<file path="config.mk">
export PLATFORM = sky130hd
export DESIGN_NAME = vscale_mem_arbiter_flat
export DESIGN_NICKNAME = d
export VERILOG_FILES = /design/src/rtl/vscale_mem_arbiter_if.sv /design/src/rtl/vscale_mem_arbiter.sv /design/src/flat_wrapper.sv
export SDC_FILE = /design/constraint.sdc
export NUM_CORES = 1
export LEC_CHECK = 0
export ABC_CLOCK_PERIOD_IN_PS = 1700
export CAP_MARGIN = 25
export CORE_AREA = 2 2 105 107
export DETAILED_ROUTE_END_ITERATION = 8
export DIE_AREA = 0 0 107 109
export HOLD_SLACK_MARGIN = 0.03
export PLACE_DENSITY_LB_ADDON = 0.12
export SETUP_SLACK_MARGIN = 0.15
export SYNTH_ARGS = -nofsm -noshare
export SYNTH_HDL_FRONTEND = slang
export SYNTH_SLANG_ARGS = --single-unit
export TNS_END_PERCENT = 100
</file>
<file path="constraint.sdc">
create_clock -name clk -period 1.7 [get_ports clk]
set_input_delay 0.34 -clock clk [delete_from_list [all_inputs] [get_ports clk]]
set_output_delay 0.34 -clock clk [all_outputs]
set_load 0.05 [all_outputs]
</file>
<file path="src/rtl/vscale_mem_arbiter_if.sv">
// ---------------------------------------------------------------------------
// vscale_mem_arbiter_if
//
// Bundles every handshake and bus signal around the vscale memory arbiter:
//   imem_*  : instruction fetch port of the pipeline (address + data phase)
//   dmem_*  : load/store port of the pipeline (address + data phase)
//   bus_*   : shared two-phase memory bus towards the platform
//
// Modports:
//   slave  : the arbiter's view (consumes core requests and bus responses)
//   master : the environment's view (core + memory side, e.g. a testbench)
// ---------------------------------------------------------------------------
`ifndef XPR_LEN
`define XPR_LEN 32
`endif
`ifndef MEM_TYPE_WIDTH
`define MEM_TYPE_WIDTH 3
`endif
`ifndef MEM_TYPE_LW
`define MEM_TYPE_LW 3'd2
`endif

interface vscale_mem_arbiter_if;
    // Instruction port
    logic                       imem_en;
    logic [`XPR_LEN-1:0]        imem_addr;
    logic [`XPR_LEN-1:0]        imem_rdata;
    logic                       imem_wait;
    logic                       imem_badmem_e;

    // Data port
    logic                       dmem_en;
    logic                       dmem_wen;
    logic [`MEM_TYPE_WIDTH-1:0] dmem_size;
    logic [`XPR_LEN-1:0]        dmem_addr;
    logic [`XPR_LEN-1:0]        dmem_wdata_delayed;
    logic [`XPR_LEN-1:0]        dmem_rdata;
    logic                       dmem_wait;
    logic                       dmem_badmem_e;

    // Shared memory bus
    logic                       bus_en;
    logic                       bus_wen;
    logic [`MEM_TYPE_WIDTH-1:0] bus_size;
    logic [`XPR_LEN-1:0]        bus_addr;
    logic [`XPR_LEN-1:0]        bus_wdata;
    logic [`XPR_LEN-1:0]        bus_rdata;
    logic                       bus_wait;
    logic                       bus_badmem_e;

    modport slave (
        input  imem_en, imem_addr,
        output imem_rdata, imem_wait, imem_badmem_e,
        input  dmem_en, dmem_wen, dmem_size, dmem_addr, dmem_wdata_delayed,
        output dmem_rdata, dmem_wait, dmem_badmem_e,
        output bus_en, bus_wen, bus_size, bus_addr, bus_wdata,
        input  bus_rdata, bus_wait, bus_badmem_e
    );

    modport master (
        output imem_en, imem_addr,
        input  imem_rdata, imem_wait, imem_badmem_e,
        output dmem_en, dmem_wen, dmem_size, dmem_addr, dmem_wdata_delayed,
        input  dmem_rdata, dmem_wait, dmem_badmem_e,
        input  bus_en, bus_wen, bus_size, bus_addr, bus_wdata,
        output bus_rdata, bus_wait, bus_badmem_e
    );
endinterface

</file>
<file path="src/rtl/vscale_mem_arbiter.sv">
// ---------------------------------------------------------------------------
// vscale_mem_arbiter
//
// Shares one pipelined single-port memory bus between the vscale instruction
// port and data port. The bus is two-phase: the address phase carries
// en/wen/size/addr, the following data phase carries wdata/rdata/badmem, and
// bus_wait stretches the data phase (holding both phases).
//
// The data port has priority in the address phase; a saturating starvation
// counter forces an instruction grant after STARVE_LIMIT consecutive data
// grants that kept a pending fetch waiting.
//
// Ports:
//   clk    : core clock
//   reset  : synchronous, active-high reset
//   mem    : vscale_mem_arbiter_if.slave (imem_*, dmem_*, bus_* signals)
//
// Parameters:
//   STARVE_LIMIT : data grants tolerated while a fetch is pending (>= 1)
//   CNT_WIDTH    : width of the starvation counter (must hold STARVE_LIMIT)
// ---------------------------------------------------------------------------
module vscale_mem_arbiter #(
    parameter int STARVE_LIMIT = 4,
    parameter int CNT_WIDTH    = 3
) (
    input  logic                 clk,
    input  logic                 reset,
    vscale_mem_arbiter_if.slave  mem
);

    typedef enum logic [1:0] {
        OWNER_NONE = 2'd0,
        OWNER_IMEM = 2'd1,
        OWNER_DMEM = 2'd2
    } owner_e;

    localparam logic [CNT_WIDTH-1:0] STARVE_MAX = CNT_WIDTH'(STARVE_LIMIT);

    owner_e                dp_owner_q, dp_owner_d;
    logic                  dp_wen_q, dp_wen_d;
    logic [CNT_WIDTH-1:0]  starve_cnt_q, starve_cnt_d;

    logic grant_i;
    logic grant_d;
    logic starve_full;

    assign starve_full = (starve_cnt_q == STARVE_MAX);

    // Address-phase arbitration. Grants are suppressed during reset so the
    // bus sees no request while the arbiter is being cleared.
    always_comb begin
        grant_i = 1'b0;
        grant_d = 1'b0;
        if (!reset) begin
            grant_i = mem.imem_en & (~mem.dmem_en | starve_full);
            grant_d = mem.dmem_en & ~grant_i;
        end
    end

    // Address-phase bus mux. A fetch is always a full-word read.
    always_comb begin
        mem.bus_en   = grant_i | grant_d;
        mem.bus_wen  = 1'b0;
        mem.bus_size = '0;
        mem.bus_addr = '0;
        if (grant_i) begin
            mem.bus_size = `MEM_TYPE_LW;
            mem.bus_addr = mem.imem_addr;
        end else if (grant_d) begin
            mem.bus_wen  = mem.dmem_wen;
            mem.bus_size = mem.dmem_size;
            mem.bus_addr = mem.dmem_addr;
        end
    end

    // Next-state values for the data-phase owner and the starvation counter.
    // The counter only grows while a fetch is actually being held off by a
    // data grant; anything else (fetch granted or no fetch pending) clears it.
    always_comb begin
        dp_owner_d = OWNER_NONE;
        if (grant_i) begin
            dp_owner_d = OWNER_IMEM;
        end else if (grant_d) begin
            dp_owner_d = OWNER_DMEM;
        end
        dp_wen_d = grant_d & mem.dmem_wen;
        starve_cnt_d = '0;
        if (grant_d & mem.imem_en) begin
            starve_cnt_d = starve_full ? starve_cnt_q : starve_cnt_q + 1'b1;
        end
    end

    // Phase advance: a stalled bus freezes the whole arbiter so both phases
    // stay aligned with the requesters, who hold their inputs while waiting.
    always_ff @(posedge clk) begin
        if (reset) begin
            dp_owner_q   <= OWNER_NONE;
            dp_wen_q     <= 1'b0;
            starve_cnt_q <= '0;
        end else if (!mem.bus_wait) begin
            dp_owner_q   <= dp_owner_d;
            dp_wen_q     <= dp_wen_d;
            starve_cnt_q <= starve_cnt_d;
        end
    end

    // Per-port stalls: lost arbitration, own data phase stretched, or a new
    // request that cannot be accepted because the bus is stalled.
    assign mem.imem_wait = ~reset & ((mem.imem_en & ~grant_i) |
                                     ((dp_owner_q == OWNER_IMEM) & mem.bus_wait) |
                                     (mem.imem_en & mem.bus_wait));
    assign mem.dmem_wait = ~reset & ((mem.dmem_en & ~grant_d) |
                                     ((dp_owner_q == OWNER_DMEM) & mem.bus_wait) |
                                     (mem.dmem_en & mem.bus_wait));

    // Data-phase routing. Read data is broadcast; each port only consumes it
    // when it owns the phase. Errors are steered to the owner only, and a
    // phase cut short by reset never reports an error.
    assign mem.imem_rdata    = mem.bus_rdata;
    assign mem.dmem_rdata    = mem.bus_rdata;
    assign mem.imem_badmem_e = ~reset & mem.bus_badmem_e & (dp_owner_q == OWNER_IMEM);
    assign mem.dmem_badmem_e = ~reset & mem.bus_badmem_e & (dp_owner_q == OWNER_DMEM);
    assign mem.bus_wdata     = ((dp_owner_q == OWNER_DMEM) && dp_wen_q) ?
                               mem.dmem_wdata_delayed : '0;

endmodule

</file>
<file path="src/flat_wrapper.sv">
// flat-port wrapper written by rule: the top's interface ports become plain ports
module vscale_mem_arbiter_flat 
#(
    parameter int STARVE_LIMIT = 4,
    parameter int CNT_WIDTH    = 3
)
  (clk, reset, mem_imem_en, mem_imem_addr, mem_imem_rdata, mem_imem_wait, mem_imem_badmem_e, mem_dmem_en, mem_dmem_wen, mem_dmem_size, mem_dmem_addr, mem_dmem_wdata_delayed, mem_dmem_rdata, mem_dmem_wait, mem_dmem_badmem_e, mem_bus_en, mem_bus_wen, mem_bus_size, mem_bus_addr, mem_bus_wdata, mem_bus_rdata, mem_bus_wait, mem_bus_badmem_e);
  vscale_mem_arbiter_if mem_i ();
  input  logic clk;
  input  logic reset;
  input wire logic [$bits(mem_i.imem_en)-1:0] mem_imem_en;
  input wire logic [$bits(mem_i.imem_addr)-1:0] mem_imem_addr;
  output wire logic [$bits(mem_i.imem_rdata)-1:0] mem_imem_rdata;
  output wire logic [$bits(mem_i.imem_wait)-1:0] mem_imem_wait;
  output wire logic [$bits(mem_i.imem_badmem_e)-1:0] mem_imem_badmem_e;
  input wire logic [$bits(mem_i.dmem_en)-1:0] mem_dmem_en;
  input wire logic [$bits(mem_i.dmem_wen)-1:0] mem_dmem_wen;
  input wire logic [$bits(mem_i.dmem_size)-1:0] mem_dmem_size;
  input wire logic [$bits(mem_i.dmem_addr)-1:0] mem_dmem_addr;
  input wire logic [$bits(mem_i.dmem_wdata_delayed)-1:0] mem_dmem_wdata_delayed;
  output wire logic [$bits(mem_i.dmem_rdata)-1:0] mem_dmem_rdata;
  output wire logic [$bits(mem_i.dmem_wait)-1:0] mem_dmem_wait;
  output wire logic [$bits(mem_i.dmem_badmem_e)-1:0] mem_dmem_badmem_e;
  output wire logic [$bits(mem_i.bus_en)-1:0] mem_bus_en;
  output wire logic [$bits(mem_i.bus_wen)-1:0] mem_bus_wen;
  output wire logic [$bits(mem_i.bus_size)-1:0] mem_bus_size;
  output wire logic [$bits(mem_i.bus_addr)-1:0] mem_bus_addr;
  output wire logic [$bits(mem_i.bus_wdata)-1:0] mem_bus_wdata;
  input wire logic [$bits(mem_i.bus_rdata)-1:0] mem_bus_rdata;
  input wire logic [$bits(mem_i.bus_wait)-1:0] mem_bus_wait;
  input wire logic [$bits(mem_i.bus_badmem_e)-1:0] mem_bus_badmem_e;
  assign mem_i.imem_en = mem_imem_en;
  assign mem_i.imem_addr = mem_imem_addr;
  assign mem_imem_rdata = mem_i.imem_rdata;
  assign mem_imem_wait = mem_i.imem_wait;
  assign mem_imem_badmem_e = mem_i.imem_badmem_e;
  assign mem_i.dmem_en = mem_dmem_en;
  assign mem_i.dmem_wen = mem_dmem_wen;
  assign mem_i.dmem_size = mem_dmem_size;
  assign mem_i.dmem_addr = mem_dmem_addr;
  assign mem_i.dmem_wdata_delayed = mem_dmem_wdata_delayed;
  assign mem_dmem_rdata = mem_i.dmem_rdata;
  assign mem_dmem_wait = mem_i.dmem_wait;
  assign mem_dmem_badmem_e = mem_i.dmem_badmem_e;
  assign mem_bus_en = mem_i.bus_en;
  assign mem_bus_wen = mem_i.bus_wen;
  assign mem_bus_size = mem_i.bus_size;
  assign mem_bus_addr = mem_i.bus_addr;
  assign mem_bus_wdata = mem_i.bus_wdata;
  assign mem_i.bus_rdata = mem_bus_rdata;
  assign mem_i.bus_wait = mem_bus_wait;
  assign mem_i.bus_badmem_e = mem_bus_badmem_e;
  vscale_mem_arbiter #(.STARVE_LIMIT(STARVE_LIMIT), .CNT_WIDTH(CNT_WIDTH)) u_core (.clk(clk), .reset(reset), .mem(mem_i));
endmodule
</file>
# Word level (Yosys, flattened, before mapping)
# Index checks and enable logic that the tools add are counted.
# W data, S select, Z words.
# op_classes
addsub	1
n_mux	13
reduce_logical	2
n_eq_ne	4
bitwise_logic	27
# ops
cell	count
$mux W32	3
$and A1 B1 Y1	15
$mux W3	4
$not A1 Y1	6
$or A1 B1 Y1	6
$mux W1	4
$mux W2	2
$add A3 B1 Y3 const B	1
$eq A3 B3 Y1 const B	1
$eq A2 B1 Y1 const B	1
$eq A2 B2 Y1 const B	1
$ne A2 B2 Y1 const B	1
$reduce_and A2 Y1	1
$logic_and A1 B1 Y1	1
# word_totals
regBits	6
inputBits	138

# Depth between registers and ports, before layout
# depth
ltp_word	11
mapped_depth	6
mapped_depth_nobuf	5

# Least setup slack after synthesis
# Ideal clock, no wire load.
# synth_path
path_kind	register to output
from	register u_core.starve_cnt_q[0]
to	output mem_imem_wait
required_ns	1.360
arrival_time_ns	1.745
path_stages_with_launch	6
n_path_buf	0
path_slack_ns	-0.385
cell_sequence	dfxtp_1 -> inv_1 -> ha_1 -> a21boi_2 -> nand2_1 -> a21oi_1
# synth_between
elab_chain_cells	9
# synth_lines
element	line	source
start: declaration	vscale_mem_arbiter.sv:41	logic [CNT_WIDTH-1:0] starve_cnt_q, starve_cnt_d;
start signal: assignment	vscale_mem_arbiter.sv:103	starve_cnt_q <= starve_cnt_d;
$eq A3 B3 Y1	vscale_mem_arbiter.sv:47	assign starve_full = (starve_cnt_q == STARVE_MAX);
$or A1 B1 Y1	vscale_mem_arbiter.sv:55	grant_i = mem.imem_en & (~mem.dmem_en | starve_full);
$and A1 B1 Y1	vscale_mem_arbiter.sv:55	
$mux W1	vscale_mem_arbiter.sv:54	if (!reset) begin
$not A1 Y1	vscale_mem_arbiter.sv:109	assign mem.imem_wait = ~reset & ((mem.imem_en & ~grant_i) |
$and A1 B1 Y1	vscale_mem_arbiter.sv:109	
$or A1 B1 Y1	vscale_mem_arbiter.sv:109	
$or A1 B1 Y1	vscale_mem_arbiter.sv:110	((dp_owner_q == OWNER_IMEM) & mem.bus_wait) |
$and A1 B1 Y1	vscale_mem_arbiter.sv:109	
end: declaration	flat_wrapper.sv:14	output wire logic [$bits(mem_i.imem_wait)-1:0] mem_imem_wait;
# No other way between the ends.

# Worst setup path after layout
# layout_path
from	register u_core.starve_cnt_q[1]
to	output mem_bus_addr[31]
# layout_between
elab_chain_cells	8
# layout_lines
element	line	source
$eq A3 B3 Y1 (*)	vscale_mem_arbiter.sv:47	
$or A1 B1 Y1 (*)	vscale_mem_arbiter.sv:55	
$and A1 B1 Y1 (*)	vscale_mem_arbiter.sv:55	
$not A1 Y1	vscale_mem_arbiter.sv:56	grant_d = mem.dmem_en & ~grant_i;
$and A1 B1 Y1	vscale_mem_arbiter.sv:56	
$mux W1	vscale_mem_arbiter.sv:54	
$mux W32	vscale_mem_arbiter.sv:69	end else if (grant_d) begin
$mux W32 (*)	vscale_mem_arbiter.sv:66	if (grant_i) begin
end: declaration	flat_wrapper.sv:27	output wire logic [$bits(mem_i.bus_addr)-1:0] mem_bus_addr;
# Mark *: on every way between the ends. The rest lies on a longest branch, timed or not.

==> impl_metrics.csv <==
group,metric,value,unit
cts,cts.clk_slew.worst_paths,0.04,ns
detailed_routing,routed_via_density,4.03,
critical_path,biggest_fanout_along_the_worst_timing_path,11,
critical_path,crit_family,"buffers and inverters",
placed_design,gp_congestion,0.712,
critical_path,cp_slowest_stage_delay,0.32,ns
detailed_routing,met3WireLength,516,um
placed_design,buffer_ports.inserted,178,
yosys,asyncSetResetFlopFracSynth,0,%
sta,finalSetupViolations,60,
floorplan,die-area,11700,um2
detailed_routing,met2_wl,4660,um
cts,insertion_delay,0.23,ns
cts,clock_tree.buffer_depth,2,
power,power_switching,559,uW
yosys,ys.flop_type,"dfxtp_1",
sta,report.final.hold_viol_count,0,
critical_path,timing.critical_path.required,1.36,ns
power,powerDensity,320,nW/um2
detailed_routing,drt.antenna.violating_nets,0,
critical_path,worst-setup-path-type,"register to output port",
placed_design,hpwlAfterDp,5910,um
yosys,yosysWarnings,0,
power,static-leakage-power,0.00197,uW
global_route,grt_first_pass_wirelength,12000,um
global_route,grt_remaining_overflow,0,
sta,maxSlewViolCount,0,
power,pwr-share-comb,76.1,%
detailed_routing,top_layer_used,"met4",
floorplan,die_width,107,um
power,internal-power,989,uW
yosys,postSynthCellCount,194,
sta,fin_hold_ws,0.514,ns
power,seq_power_share,9.7,%
final_layout,most_frequent_cells_in_the_layout,"clkdlybuf4s50_1, buf_12, and3_4, a22o_4, buf_4",
sta,min_period_over_period,117,%
detailed_routing,totalWireLength,8300,um
cts,cts.sinks,6,
detailed_routing,via_count,1933,
sta,clock_skew,0.00476,ns
floorplan,floorplan.initialDensity,13.9,%
floorplan,io-pin-count,275,
cts,cts_max_level,1,
yosys,seq_area_frac_synth,8.17,%
power,clkPwrFrac,14.2,%
floorplan,design.core.area,10600,um2
status,failed_checks,"negative setup slack",
yosys,synth_edf_count,0,
global_route,grt_util_all_layers,13.1,%
power,peakVddDrop,0.000402,V
critical_path,worst_endpoint_data_arrival_time,1.66,ns
sta,rsz_0062_raised_after_global_routing,"yes",
global_route,grt_max_degree,33,
yosys,synth_nets,334,
yosys,ys_types,29,
cts,cts_buffers,3,
floorplan,die-height,109,um
cts,cts-root-buf,"clkbuf_8",
sta,final_critical_path_time_including_i_o_delays_and_setup,2.00,ns
critical_path,worstPathBufferInverterCount,5,
detailed_routing,route.detailed.drc,0,
sta,worst_pin_slew,0.360,ns
status,run_status,"finished, violations left",
global_route,grt_pass1_vias,2017,
yosys,synth-seq-cells,6,
sta,final.setup.worst_slack,-0.297,ns
final_layout,area_delta_synth_final,229,%
hold_path,worst_hold_path_type,"register to register",
critical_path,critPathCaptureType,"output port",
sta,timing.fmax,501,MHz
detailed_routing,initialDrtViolationCount,28,
critical_path,slowest_stage,"dfxtp_2",
yosys,avgSynthCellArea,7.58,um2
power,power.share.switching,36.1,%
final_layout,layout.cells.most_common,"clkdlybuf4s50_1",
sta,relSlewSlack,75.7,%
detailed_routing,routed_wire_per_std_cell,17.3,um
yosys,synth_area,1470,um2
cts,tritoncts,"done",
global_route,antenna_violations_before_repair,0,
placed_design,detailedPlace.worstSlack,-0.538,ns
critical_path,critical_path.most_common_cell,"buf_12",
final_layout,design.final.nets,482,
detailed_routing,post_route_m1_wl,3090,um
critical_path,worstPathCellList,"inv_2, ha_4, buf_6, a31oi_4, buf_12, buf_12, a22o_4, buf_12",
final_layout,final_core_util,45.7,%
critical_path,timing.critical_path.from_type,"register",
detailed_routing,drt-pass1-iter-count,3,
floorplan,fp-row-count,38,
final_layout,fraction_of_layout_cells_with_a_size_suffix_above_1,62.6,%
final_layout,antenna_cells,0,
flow_run,max-cap-violations,0,
metal layers:
metal  vias to the layer above  track usage, %
met1                       922            15.6
met3                        12            2.27
li1                        930               -
met5                         -               0
met2                        69            24.9
met4                         0            2.23
worst register-to-register path, delay by kind of cell (launching register included):
kind	cells	cell delay (ns)
adders and majority gates	1	0.16
AOI/OAI and AO/OA	2	0.45
buffers and inverters	5	0.53
DFF	1	0.33
per-stage QoR:
stage	total power, uW	setup TNS, ns	instances	area, um2
3_3_place_gp	1170	-18.66	454	4150
3_5_place_dp	1170	-19.16	454	4150
4_1_cts	1560	-11.75	478	4790
6_report	1550	-10.62	480	4840
2_1_floorplan	989	0	194	1870
5_1_grt	1610	-13.52	480	4840
state kept, by name, summed over array words and instances (netlist names):
register / cells
u_core.starve_cnt_q: 3
u_core.dp_owner_q: 2
u_core.dp_wen_q: 1
Yosys cell counts, types with 2 or more instances:
cell type | n | area (um2)
dfxtp_1 | 6 | 120
ha_1 | 2 | 25.0
nor2_1 | 4 | 15.0
a22o_1 | 32 | 280
and2_1 | 2 | 12.5
clkbuf_1 | 8 | 30.0
o32ai_1 | 2 | 17.5
nor2b_1 | 3 | 18.8
buf_2 | 4 | 20.0
and3_1 | 32 | 200
o21ai_0 | 2 | 10.0
buf_6 | 3 | 33.8
a21oi_1 | 4 | 20.0
buf_4 | 64 | 480
and3b_1 | 2 | 17.5
nand2_1 | 8 | 30.0
o22ai_1 | 2 | 12.5
inv_1 | 3 | 11.3
logic make-up after synthesis:
logic type,Yosys count,synth area share [%]
and+or+nand+nor,57,24.0
adders and majority gates,2,1.70
AOI/OAI and AO/OA,47,27.0
buffers and inverters,82,39.1
DFF,6,8.17
final cells by class:
type                    count  area (um2)
clock buffers               3        41.3
flip-flops and latches      6         125
inverters                   3        11.3
fillers                   976        5760
repair buffers            222        3160
well taps                 140         175
multi-input cells         106        1340
power by group through the flow:
stage	Combinational [uW]	Clock [uW]	Sequential [uW]
global placement	1020	0	151
floorplan	838	0	151
finish	1180	220	150
detailed placement	1020	0	151
CTS	1180	229	149
global route	1230	238	150
final timing paths:
| path | start | endpoint | slack (ns) | cells past startpoint |
|---|---|---|---|---|
| setup / recovery | u_core.starve_cnt_q[1] | mem_bus_addr[31] | -0.30 | 8 |
| hold / removal | u_core.dp_owner_q[0] | u_core.dp_owner_q[0] | 0.51 | 2 |
| setup reg to reg | u_core.starve_cnt_q[1] | u_core.dp_wen_q | 0.13 | 8 |
| hold reg to reg | u_core.dp_owner_q[0] | u_core.dp_owner_q[0] | 0.51 | 2 |
repair_timing:
item                       4_1_cts  5_1_grt
setup buffers                   12        1
cloned                           9        1
setup endpoints to repair       76       73
hold buffers                     0        0
pin swaps                       46       24
resized for setup               75        6
Power figures use the tool's default switching activity.
